==> config.mk <==
export PLATFORM = sky130hd
export DESIGN_NAME = pipe_reg_chain
export DESIGN_NICKNAME = d
export VERILOG_FILES = /design/src/rtl/pipe_reg_chain.sv
export SDC_FILE = /design/constraint.sdc
export NUM_CORES = 1
export LEC_CHECK = 0
export BUFFER_PORTS_ARGS = -buffer_cell sky130_fd_sc_hd__buf_2
export CORE_UTILIZATION = 39
export CTS_CLUSTER_SIZE = 10
export DETAILED_ROUTE_END_ITERATION = 10
export PLACE_DENSITY = 0.58
export SYNTH_ARGS = -nofsm -noshare
export SYNTH_HDL_FRONTEND = slang
export SYNTH_SLANG_ARGS = --single-unit
==> constraint.sdc <==
create_clock -name Clock -period 1.7 [get_ports Clock]
set_input_delay 0.17 -clock Clock [delete_from_list [all_inputs] [get_ports Clock]]
set_output_delay 0.17 -clock Clock [all_outputs]
set_load 0.005 [all_outputs]
==> src/rtl/pipe_reg_chain.sv <==
// Elastic pipeline register: DEPTH stages of WIDTH-bit data with per-stage valid and bubble collapse.
// Optional macro PIPE_REG_OCC_EN adds a registered Occupancy output (count of valid stages).
module pipe_reg_chain #(
    parameter int WIDTH = 32,
    parameter int DEPTH = 3
) (
    input  logic             Clock,
    input  logic             Reset,
    input  logic             En,
    input  logic             Flush,
    input  logic             In_valid,
    output logic             In_ready,
    input  logic [WIDTH-1:0] Data_in,
    output logic             Out_valid,
    input  logic             Out_ready,
    output logic [WIDTH-1:0] Data_out
`ifdef PIPE_REG_OCC_EN
    ,
    output logic [$clog2(DEPTH+1)-1:0] Occupancy
`endif
);

    logic [DEPTH-1:0] v_reg;
    logic [DEPTH-1:0] v_next;
    logic [WIDTH-1:0] d_reg  [DEPTH];
    logic [WIDTH-1:0] d_next [DEPTH];
    logic [DEPTH-1:0] rdy;
    logic [DEPTH-1:0] up_v;
    logic [WIDTH-1:0] up_d   [DEPTH];

    // A stage can take data when the consumer is ready or any stage from it
    // to the output is empty; closed form avoids a combinational chain.
    genvar gi;
    generate
        for (gi = 0; gi < DEPTH; gi++) begin : g_stage
            assign rdy[gi] = Out_ready || !(&v_reg[DEPTH-1:gi]);
            if (gi == 0) begin : g_first
                assign up_v[gi] = In_valid;
                assign up_d[gi] = Data_in;
            end else begin : g_rest
                assign up_v[gi] = v_reg[gi-1];
                assign up_d[gi] = d_reg[gi-1];
            end
        end
    endgenerate

    always_comb begin
        v_next = v_reg;
        d_next = d_reg;
        if (Flush) begin
            v_next = '0;
        end else if (En) begin
            for (int i = 0; i < DEPTH; i++) begin
                if (rdy[i]) begin
                    v_next[i] = up_v[i];
                    if (up_v[i]) begin
                        d_next[i] = up_d[i];
                    end
                end
            end
        end
    end

    always_ff @(posedge Clock or negedge Reset) begin
        if (!Reset) begin
            v_reg <= '0;
            for (int i = 0; i < DEPTH; i++) begin
                d_reg[i] <= '0;
            end
        end else begin
            v_reg <= v_next;
            for (int i = 0; i < DEPTH; i++) begin
                d_reg[i] <= d_next[i];
            end
        end
    end

    // Reset term keeps In_ready low while the empty pipeline is held in reset.
    assign In_ready  = Reset && En && !Flush && rdy[0];
    assign Out_valid = En && !Flush && v_reg[DEPTH-1];
    assign Data_out  = d_reg[DEPTH-1];

`ifdef PIPE_REG_OCC_EN
    localparam int OCC_W = $clog2(DEPTH+1);

    logic [OCC_W-1:0] occ_reg;
    logic [OCC_W-1:0] occ_next;

    always_comb begin
        occ_next = '0;
        for (int i = 0; i < DEPTH; i++) begin
            occ_next = occ_next + OCC_W'(v_next[i]);
        end
    end

    always_ff @(posedge Clock or negedge Reset) begin
        if (!Reset) begin
            occ_reg <= '0;
        end else begin
            occ_reg <= occ_next;
        end
    end

    assign Occupancy = occ_reg;
`endif

endmodule
==> metrics.txt <==
CP Capture Type=flop; Overall Global Routing Usage=between 10% and 20%; clock latency on the worst-skew pair=350 ps; critical path startpoint category=flop; gr ovfl total=0; pin count of the biggest net entering global routing=100; Tmin final=approximately 1600 ps; Largest register FFs=64; NetSw=roughly 1400 uW; EDFF count, synth=0; CP Cell Sequence=a311oi_4 > buf_12 > mux2_2; H-tree lvl count=3; I/O Pins=72; Max clock buf depth=2; clk slew on worst S/H paths=~90 ps; Comb power frac=just under 20%; RD Place Congestion=slightly below 0.7; slowest cell delay on critical path=around 450 ps; Seq cells post-synth=99; DRC viols=0; die height=about 110 um; Arrival @ worst endpoint=approximately 1800 ps; Synth Warn #=0; post-DP HPWL=between 4000 and 5000 um; Synth area leaders=dfrtp_1 58%, mux2_4 21%, buf_4 5.8%; slew margin rel.=64.6%; Max Clock Freq=634 MHz; post_cts resized=0; worst hold-check path type=primary input to flop; cts bufs inserted=9; area post-placement=about 4600 sq um; global-route wire length before repair=between 10,000 and 15,000 um; Switching Share=24.9%; Die X=around 110 um; Worst Path Required=~1900 ps; power share of the clock group=23.2%; Die Area=11,400 sq um; # clock sinks=99; Pleak=around 0.0024 uW; Synth Cell Area=around 4300 sq um; synthesized instance count=~260; slowest CP cell=dfrtp_1; via count=approximately 2,000; Synth top area share=between 50% and 60%; area growth from synthesis to layout=10.8%; Crit Path Category=flop to flop; Detailed Routing Iterations Pass 1=4; Top FF cell, synth=dfrtp_1; antenna viol nets, final=0; Starting Density=between 40% and 50%; WL/cell=~15 um; Final Power=roughly 5700 uW; WP buf/inv=1; Final Cell Area=about 4700 sq um; most common cell in the netlist=dfrtp_1; WL final=between 6000 and 7000 um; Synth async-reset ratio=100%; MaxCap Viol Count=0; placed insts=425; Post-synth top cells=99 x dfrtp_1, 60 x mux2_4, 33 x buf_4; layout cells sized above 1=56.4%; count of non-filler cells in the finished layout=approximately 440; PortBufs=71; RSZ-0062 raised after global routing=false; Syn Area/Cell=~17 sq um; Tcrit/Tclk final=roughly 93%; number of fill cells=between 1,000 and 1,500; P per Cell Area=around 1200 nW/um^2; max-slew violation count=0; VDD IR max=0.698 mV; Clock Skew=about 5.1 ps; Slew @ Worst Pin=531 ps; initial antenna violation count=0; leading area contributor after synthesis=dfrtp_1; status=finished, final reports clean; # nets final=339; DR iter-0 viols=44; setup TNS=0 ps; number of library cell types mapped by synthesis=21; Core ar.=~10,000 sq um; Fin. Hold Viols=0; syn nets=293; Top delay family on crit path=flip-flops; vias in the first global route=2,024; CTS tree=done; Flop pwr share=a little under three fifths; postcts setup bufs=0; Antenna Cells=0; sequential-to-total area share from yosys stat=just under 60%; Clock Tree Root=clkbuf_8; Int Pwr=~4300 uW; Vias/cell=4.59; CP Max Fanout=32; # setup viols final=0; row count=37
[layout make-up]
cell class                      instances  area, sq um  share of cell area (%)
Tap cell                              136          170                    3.60
Multi-Input combinational cell        112         1440                    30.4
Clock buffer                            9          124                    2.62
Clock inverter                          6         42.5                   0.900
Sequential cell                        99         2480                    52.4
Inverter                                1         3.75                  0.0794
Timing Repair Buffer                   78          475                    10.1
[placed cells by master, fill, tap and decap left out, types with 2 or more instances in the layout]
master,netlist,routed
clkbuf_8,0,9
clkinvlp_4,0,2
buf_4,33,2
dfrtp_1,99,99
mux2_4,60,60
and3_2,0,2
a21oi_1,2,2
mux2_1,22,22
clkinv_2,0,2
buf_12,0,5
buf_2,1,70
mux2_2,14,14
[per-stage QoR]
| step | setup WS, ps | hold WS [ps] | utilization, % |
|---|---|---|---|
| 2_1_floorplan | 223 | -126 | - |
| 4_1_cts | 103 | 15.2 | 45.2 |
| 3_3_place_gp | 140 | 304 | 43.5 |
| 3_5_place_dp | 116 | 313 | 43.5 |
| 6_report | 121 | 42.2 | 45.2 |
| 5_1_grt | 85.4 | 13.2 | 45.2 |
[routing by layer]
layer,share of wire (%),track usage (%)
met5,0,0
met4,1.1,3.52
met3,5.2,4.86
met2,45,18.3
met1,49,17.7
[path summary, 6_finish.rpt]
check	from	end	slack, ps	cells past startpoint
worst max-delay path	v_reg[2]$_DFFE_PN0P_	d_reg[63]$_DFFE_PN0P_	120	3
worst min-delay path	Data_in[21]	d_reg[85]$_DFFE_PN0P_	40	2
worst max register to register	v_reg[2]$_DFFE_PN0P_	d_reg[63]$_DFFE_PN0P_	120	3
worst min register to register	Data_out[1]$_DFFE_PN0P_	Data_out[1]$_DFFE_PN0P_	490	1
max in group asynchronous	Reset	d_reg[74]$_DFFE_PN0P_	860	3
min in group asynchronous	Reset	Data_out[24]$_DFFE_PN0P_	420	3
[logic make-up (layout without fill, tap and decap cells)]
logic type / count (synthesis) / count (layout) / synth area share (%)
AO/OA/AOI/OAI: 5 / 5 / 1.26
flip-flops: 99 / 99 / 58.0
AND/OR/NAND/NOR: 10 / 10 / 1.47
buffers and inverters: 44 / 94 / 8.38
multiplexers: 97 / 97 / 30.8
[timing repair]
item,CTS,global route
hold buffers,1,0
endpoints found under the setup margin,0,0
hold endpoints to repair,99,0
[power by group through the flow]
stage                     clock, uW  sequential (uW)  combinational, uW
final                          1320             3250               1110
after global routing           1480             3340               1220
after CTS                      1400             3270               1140
after detailed placement          0             3310               1130
after global placement            0             3290               1100
after floorplan                   0             3200               1030
No activity file was read; power rests on OpenSTA's default activity.
